<file path="config.mk">
export PLATFORM = sky130hd
export DESIGN_NAME = fd_n_counter_flat
export DESIGN_NICKNAME = d
export VERILOG_FILES = /design/src/rtl/fmdll_pkg.sv /design/src/rtl/fd_n_counter_if.sv /design/src/rtl/fd_n_shadow.sv /design/src/rtl/fd_n_counter.sv /design/src/flat_wrapper.sv
export SDC_FILE = /design/constraint.sdc
export NUM_CORES = 1
export LEC_CHECK = 0
export ABC_CLOCK_PERIOD_IN_PS = 3350
export CAP_MARGIN = 15
export CORE_MARGIN = 3
export CORE_UTILIZATION = 50
export CTS_CLUSTER_SIZE = 14
export DETAILED_ROUTE_END_ITERATION = 7
export GPL_TIMING_DRIVEN = 0
export HOLD_SLACK_MARGIN = 0.12
export MAX_ROUTING_LAYER = met4
export PLACE_DENSITY = 0.91
export SETUP_SLACK_MARGIN = 0.5
export SKIP_CTS_REPAIR_TIMING = 1
export SYNTH_ARGS = -nofsm -noshare
export SYNTH_HDL_FRONTEND = slang
export SYNTH_SLANG_ARGS = --single-unit
</file>
<file path="constraint.sdc">
create_clock -name clk_out -period 3.35 [get_ports clk_out]
set_input_delay 1.005 -clock clk_out [delete_from_list [all_inputs] [get_ports clk_out]]
set_output_delay 1.005 -clock clk_out [all_outputs]
set_load 0.1 [all_outputs]
</file>
<file path="src/rtl/fmdll_pkg.sv">
// Shared constants and types for the fmdll divider path.
// FDN_PERIOD_CNT_EN enables the period counter on fd_n_counter.
package fmdll_pkg;
   localparam int N_W = 4;
   typedef logic [N_W-1:0] n_t;
   localparam n_t MIN_N = n_t'(2);
   localparam n_t DEFAULT_N = n_t'(8);
   localparam logic [7:0] PCNT_MAX = 8'hFF;

   function automatic n_t clamp_n(input n_t n);
      return (n < MIN_N) ? MIN_N : n;
   endfunction
endpackage

</file>
<file path="src/rtl/fd_n_counter_if.sv">
// Control/status bundle between the DLL control block and fd_n_counter.
// FDN_PERIOD_CNT_EN adds period_cnt to the bundle.
interface fd_n_counter_if;
   import fmdll_pkg::*;

   logic en;
   n_t   N_in;
   logic N_load;
   n_t   N_counter;
   n_t   N_active;
   logic wrap;
   logic n_pending;
`ifdef FDN_PERIOD_CNT_EN
   logic [7:0] period_cnt;

   modport master (
      output en, N_in, N_load,
      input  N_counter, N_active, wrap, n_pending, period_cnt
   );
   modport slave (
      input  en, N_in, N_load,
      output N_counter, N_active, wrap, n_pending, period_cnt
   );
`else
   modport master (
      output en, N_in, N_load,
      input  N_counter, N_active, wrap, n_pending
   );
   modport slave (
      input  en, N_in, N_load,
      output N_counter, N_active, wrap, n_pending
   );
`endif
endinterface

</file>
<file path="src/rtl/fd_n_shadow.sv">
// Shadow register for the divide ratio: clamp, pending flag, apply strobe.
// Unaffected by FDN_PERIOD_CNT_EN.
module fd_n_shadow
   import fmdll_pkg::*;
(
   input  logic clk_out,
   input  logic rst,
   input  n_t   N_in,
   input  logic N_load,
   input  logic boundary,
   output n_t   shadow,
   output logic n_pending,
   output logic apply
);

   // A load on a boundary edge wins: the new value waits for the next one.
   assign apply = boundary & n_pending & ~N_load;

   always_ff @(posedge clk_out or posedge rst) begin
      if (rst) begin
         shadow    <= DEFAULT_N;
         n_pending <= 1'b0;
      end else if (N_load) begin
         shadow    <= clamp_n(N_in);
         n_pending <= 1'b1;
      end else if (apply) begin
         n_pending <= 1'b0;
      end
   end

endmodule

</file>
<file path="src/rtl/fd_n_counter.sv">
// Modulo-N phase counter feeding the N-divider, with boundary-shadowed N.
// FDN_PERIOD_CNT_EN adds a saturating boundary counter (period_cnt).
module fd_n_counter
   import fmdll_pkg::*;
(
   input  logic           clk_out,
   input  logic           rst,
   fd_n_counter_if.slave  bus
);

   n_t   cnt_q;
   n_t   act_q;
   n_t   shadow;
   logic boundary;
   logic apply;
   logic pending;

   // >= rather than == lets an out-of-range count recover in one edge.
   assign boundary = bus.en & (cnt_q >= act_q);

   fd_n_shadow u_shadow (
      .clk_out  (clk_out),
      .rst      (rst),
      .N_in     (bus.N_in),
      .N_load   (bus.N_load),
      .boundary (boundary),
      .shadow   (shadow),
      .n_pending(pending),
      .apply    (apply)
   );

   always_ff @(posedge clk_out or posedge rst) begin
      if (rst) begin
         cnt_q <= n_t'(1);
      end else if (bus.en) begin
         cnt_q <= boundary ? n_t'(1) : cnt_q + n_t'(1);
      end
   end

   always_ff @(posedge clk_out or posedge rst) begin
      if (rst) begin
         act_q <= DEFAULT_N;
      end else if (apply) begin
         act_q <= shadow;
      end
   end

   assign bus.N_counter = cnt_q;
   assign bus.N_active  = act_q;
   assign bus.wrap      = (cnt_q == act_q);
   assign bus.n_pending = pending;

`ifdef FDN_PERIOD_CNT_EN
   logic [7:0] pcnt_q;

   always_ff @(posedge clk_out or posedge rst) begin
      if (rst) begin
         pcnt_q <= 8'd0;
      end else if (apply) begin
         pcnt_q <= 8'd0;
      end else if (boundary && pcnt_q != PCNT_MAX) begin
         pcnt_q <= pcnt_q + 8'd1;
      end
   end

   assign bus.period_cnt = pcnt_q;
`endif

endmodule
</file>
<file path="src/flat_wrapper.sv">
// flat-port wrapper written by rule: the top's interface ports become plain ports
module fd_n_counter_flat import fmdll_pkg::*;
  (clk_out, rst, bus_en, bus_N_in, bus_N_load, bus_N_counter, bus_N_active, bus_wrap, bus_n_pending);
  fd_n_counter_if bus_i ();
  input  logic clk_out;
  input  logic rst;
  input wire logic [$bits(bus_i.en)-1:0] bus_en;
  input wire logic [$bits(bus_i.N_in)-1:0] bus_N_in;
  input wire logic [$bits(bus_i.N_load)-1:0] bus_N_load;
  output wire logic [$bits(bus_i.N_counter)-1:0] bus_N_counter;
  output wire logic [$bits(bus_i.N_active)-1:0] bus_N_active;
  output wire logic [$bits(bus_i.wrap)-1:0] bus_wrap;
  output wire logic [$bits(bus_i.n_pending)-1:0] bus_n_pending;
  assign bus_i.en = bus_en;
  assign bus_i.N_in = bus_N_in;
  assign bus_i.N_load = bus_N_load;
  assign bus_N_counter = bus_i.N_counter;
  assign bus_N_active = bus_i.N_active;
  assign bus_wrap = bus_i.wrap;
  assign bus_n_pending = bus_i.n_pending;
  fd_n_counter u_core (.clk_out(clk_out), .rst(rst), .bus(bus_i));
endmodule
</file>
-- Yosys cells after proc, flatten, opt, wreduce, memory -nomap -nowiden
Index checks and enable logic that the tools add are counted.
- register bits: 13
- input bits: 8
- output and inout bits: 10
- $add $sub $neg: 1
- $lt $le $gt $ge: 2
- equal/unequal tests: 1
- muxes and demuxes: 4
- bitwise operators: 4
- reductions and logical operators: 1
- operators with widths (operator ; count):
    2-to-1 mux 4 bit ; 2
    adder 4 x 1 -> 4 bit (second input constant) ; 1
    equality test 4 bit ; 1
    >= comparator 4 bit ; 1
    less-than comparator 4 x 2 -> 1 bit (second input constant) ; 1
    bitwise AND 1 bit ; 3
    2-to-1 mux 1 bit ; 2
    nonzero test 2 bit ; 1
    NOT 1 bit ; 1

-- Longest topological paths before layout
- depth after elaboration: 6
- depth in mapped cells: 6
- gate-level depth less buffers: 6

-- Cells and area by module
Synthesis repeated with hierarchy kept, for this count alone.
- cell total of the unflattened synthesis: 67
- area, all modules: 708.2 µm²
- by module, submodules not included (module ; instances ; cells each ; area each (µm²)):
    fd_n_counter ; 1 ; 48 ; 480.5
    fd_n_shadow ; 1 ; 19 ; 227.7

-- Worst setup path after synthesis
Ideal clock, no wire load.
- path type: flip-flop to output port
- from: register u_core.act_q[1], in the netlist u_core.bus.N_active[1]
- to: output bus_wrap
- arrival: 1.954 ns
- path slack: 0.391 ns
- cell stages (with the launch flop): 4
- buffers on the path: 0
- cells stage by stage: dfrtp_1 > inv_1 > ha_1 > and4_2
- word-level cells in the longest chain between the ends: 1
- ends and longest elaborated chain (item ; RTL line ; RTL):
    from (decl) ; fd_n_counter.sv:12 ; n_t act_q;
    from (signal assigned) ; fd_n_counter.sv:44 ; act_q <= shadow;
    equality test 4 bit ; fd_n_counter.sv:50 ; assign bus.wrap = (cnt_q == act_q);
    to (decl) ; flat_wrapper.sv:12 ; output wire logic [$bits(bus_i.wrap)-1:0] bus_wrap;
No other way between the ends.

-- Final worst setup path
- from: register u_core.cnt_q[0], in the netlist u_core.bus.N_counter[0]
- to: output bus_wrap
- word-level cells in the longest chain between the ends: 1
- ends and longest elaborated chain (item ; RTL line ; RTL):
    from (decl) ; fd_n_counter.sv:11 ; n_t cnt_q;
    from (signal assigned) ; fd_n_counter.sv:34 ; cnt_q <= n_t'(1);
    from (signal assigned) ; fd_n_counter.sv:36 ; cnt_q <= boundary ? n_t'(1) : cnt_q + n_t'(1);
    equality test 4 bit ; fd_n_counter.sv:50 ;
No other way between the ends.

==> flow_results.org <==
** Floorplan
- In this run the count of I/O pins placed on the die edge is 18.
- After floorplanning, the core was divided into 12 placement rows.
- Vertical die dimension :: 43.5 um
- The floorplan step set the die width to 43.5 um.
- The total area inside the core boundary comes to 1200 um^2.
- The die covers 1890 um^2.
- Starting density of the core :: 58.4%

** Clock network
- In this run the number of H-tree levels came out at 1.
- In this run the clock root is driven by a sky130_fd_sc_hd__clkbuf_4.
- The clock drives 13 sinks.
- TritonCTS clock tree :: built
- The clock passes through at most 2 buffers.
- For the worst-skew pair, the clock arrives at the later sink with an insertion delay of 0.28 ns.
- The number of clock buffers added by TritonCTS is 3.
- Clock-pin slew was measured on the worst setup and hold paths at 0.09 ns.

** Synthesis
- Of all cell types, the one taking the most synthesized area is sky130_fd_sc_hd__dfrtp_1.
- Counting flops with an async set or reset pin after synthesis yields a share of 100%.
- In this run the biggest area consumer among cell types represents 35.7% of the synthesized area.
- Count of state elements after synthesis :: 13
- Largest cells by area after synthesis :: sky130_fd_sc_hd__dfrtp_1 36%, sky130_fd_sc_hd__dfstp_2 11%, sky130_fd_sc_hd__ha_1 8.9%
- Distinct cells, synth :: 25
- Synthesis handed over a netlist of 61 instances.
- Yosys printed 0 warnings.
- Mean post-synth cell area :: 11.5 um^2
- The cell area that synthesis handed to floorplanning was 702 um^2.
- Register area share after synthesis :: 46.9%
- The synthesized design contains 0 enable-type register cells.
- For this run, the leading register cell type out of synthesis is sky130_fd_sc_hd__dfrtp_1.
- When the netlist entered floorplanning its net count stood at 74.

** Timing
- Measured against its own limit, the worst slew margin works out to 32.8%.
- Highest Clock Rate :: 347 MHz
- The routed design could run at a clock period as short as 2.88 ns.
- The final-report hold violation count came to 0.
- After routing, the total negative slack on setup checks comes to 0 ns.
- Setup violations remaining at the end of the flow were counted as 0.
- The max-slew violation count was 0.
- Once routing completed, OpenROAD measured the worst setup slack at 0.467 ns.
- Ratio of final minimum period to clock period :: 86.1%
- Clock skew on the completed layout was measured at 0.00189 ns.
- Actual transition at the worst max-transition pin :: 1.01 ns
- RSZ-0062 raised after global routing :: yes

** Finish
- For this run, the post-layout net count is 95.
- The library cells used most frequently in the layout, excluding fill and tap cells, are 8 x sky130_fd_sc_hd__inv_1, 8 x sky130_fd_sc_hd__clkdlybuf4s50_1, 8 x sky130_fd_sc_hd__dfrtp_1.
- Synthesis-to-finish area growth :: 31.6%
- Fraction of final layout cells with drive strength greater than 1 :: 21.0%
- Antenna diode count :: 0
- At the end of the flow the core is filled with cells to 76.9%.
- Filler Cell Count :: 88

** Worst setup path
- Arr. time, crit path :: 1.88 ns
- Among cell families on the critical path, the largest total delay comes from flip-flops.
- Worst-path maximum fanout :: 5
- In this design, the stage delay of the slowest critical-path cell is 0.59 ns.
- The critical path is of the register to primary output type.
- Crit path buf inv count :: 2
- Critical Path RT :: 2.34 ns
- The worst setup path is launched from a register.
- The startpoint identified for the worst register-to-register timing path is u_core.bus.N_counter[0].
- STA classifies the critical path endpoint as a primary output.
- CP Launch Point :: u_core.bus.N_counter[0]
- Standard cell with the maximum stage delay on the critical path :: sky130_fd_sc_hd__dfstp_2
- The signal on the critical path passes through inv_1 > ha_1 > and4_4 > clkbuf_2.

** Global routing
- Global-route wire length before repair :: 2470 um
- For this run the aggregate overflow at the end of global routing stands at 0.
- Global Route Usage Sum :: 18.0%
- Maximum number of pins on one net before global-route repair :: 14
- The number of antenna violations at the first check in global routing is 0.
- The via count of the first global-routing pass is 563.

** Routing
- Drt first-iter violations :: 11
- Detail Route Antenna Nets :: 0
- # DRC :: 0
- In the routed layout, each cell is associated on average with a via count of 5.87.
- Overall routed net length :: 1520 um
- The first detailed-routing pass took 3 iterations.
- Average wire length per cell after detail routing :: 16.0 um
- The routed layout has 558 vias.

** Placed design
- DP HPWL :: 1140 um
- Port buffering added 16 buffers.
- Timing analysis after detailed placement gives a worst setup slack of 0.0866 ns.
- Global placement routability congestion :: 0.745

** Flow run
- Max-cap violations :: 0

** Worst hold path
- Min-delay worst type :: register to register
- Min-Delay Startpoint :: u_core.u_shadow.shadow[1]

** Run status
- Run status :: finished clean
-- per-stage QoR --
step | area [um^2] | instances | hold slack (ns)
finish | 923 | 95 | 0.501
global route | 923 | 95 | 0.533
CTS | 911 | 95 | 0.506
detailed placement | 883 | 91 | 0.487
global placement | 883 | 91 | 0.472
floorplan | 706 | 61 | 0.460
-- Yosys cell counts, types with 2 or more instances --
| cell | instances |
|---|---|
| sky130_fd_sc_hd__dfrtp_1 | 10 |
| sky130_fd_sc_hd__mux2_2 | 2 |
| sky130_fd_sc_hd__nor2_1 | 6 |
| sky130_fd_sc_hd__o21ai_0 | 2 |
| sky130_fd_sc_hd__nand2_1 | 2 |
| sky130_fd_sc_hd__dfstp_2 | 3 |
| sky130_fd_sc_hd__a21oi_1 | 3 |
| sky130_fd_sc_hd__inv_1 | 8 |
| sky130_fd_sc_hd__mux2_1 | 4 |
| sky130_fd_sc_hd__ha_1 | 5 |
| sky130_fd_sc_hd__o2bb2ai_1 | 2 |
-- layer usage --
metal	track usage [%]	vias to the layer above	share of wire, %
li1	-	256	-
met1	20.5	274	42
met2	28.3	20	49
met3	5.39	8	4.9
met4	9.64	0	4.9
met5	-	-	0
-- flip-flops by register name, indices dropped and copies added (netlist names) --
name and cells:
u_core.u_shadow.n_pending 1, u_core.u_shadow.shadow 4, u_core.bus.N_active 4, u_core.bus.N_counter 4
-- kinds of logic after synthesis --
group,Yosys count,share of synthesized area [%]
AND/OR/NAND/NOR,15,13.9
buffers and inverters,9,4.99
flip-flops,13,46.9
AO/OA/AOI/OAI,13,15.7
adder cells (fa/ha/maj),5,8.91
multiplexers,6,9.62
-- cell type report --
cell class	count	area [um^2]	area share (%)
timing repair buffer	16	173	18.7
clock buffer	3	22.5	2.44
clock inverter	1	5.00	0.542
sequential	13	332	35.9
buffer	1	5.00	0.542
tap	14	17.5	1.90
inverter	8	30.0	3.25
multi-input combinational	39	339	36.7
-- final timing paths --
check,endpoint,slack (ns),depth (start not counted)
min in group asynchronous,u_core.bus.N_counter[3],1.03,2
setup reg to reg,u_core.bus.N_active[1],1.12,6
hold / removal,u_core.bus.N_active[1],0.50,1
max in group asynchronous,u_core.bus.N_active[1],1.97,2
setup / recovery,bus_wrap,0.47,4
hold reg to reg,u_core.bus.N_active[1],0.50,1
Power is not shown: default switching activity piles up to over one toggle a cycle in this logic, so the estimate is an artifact.
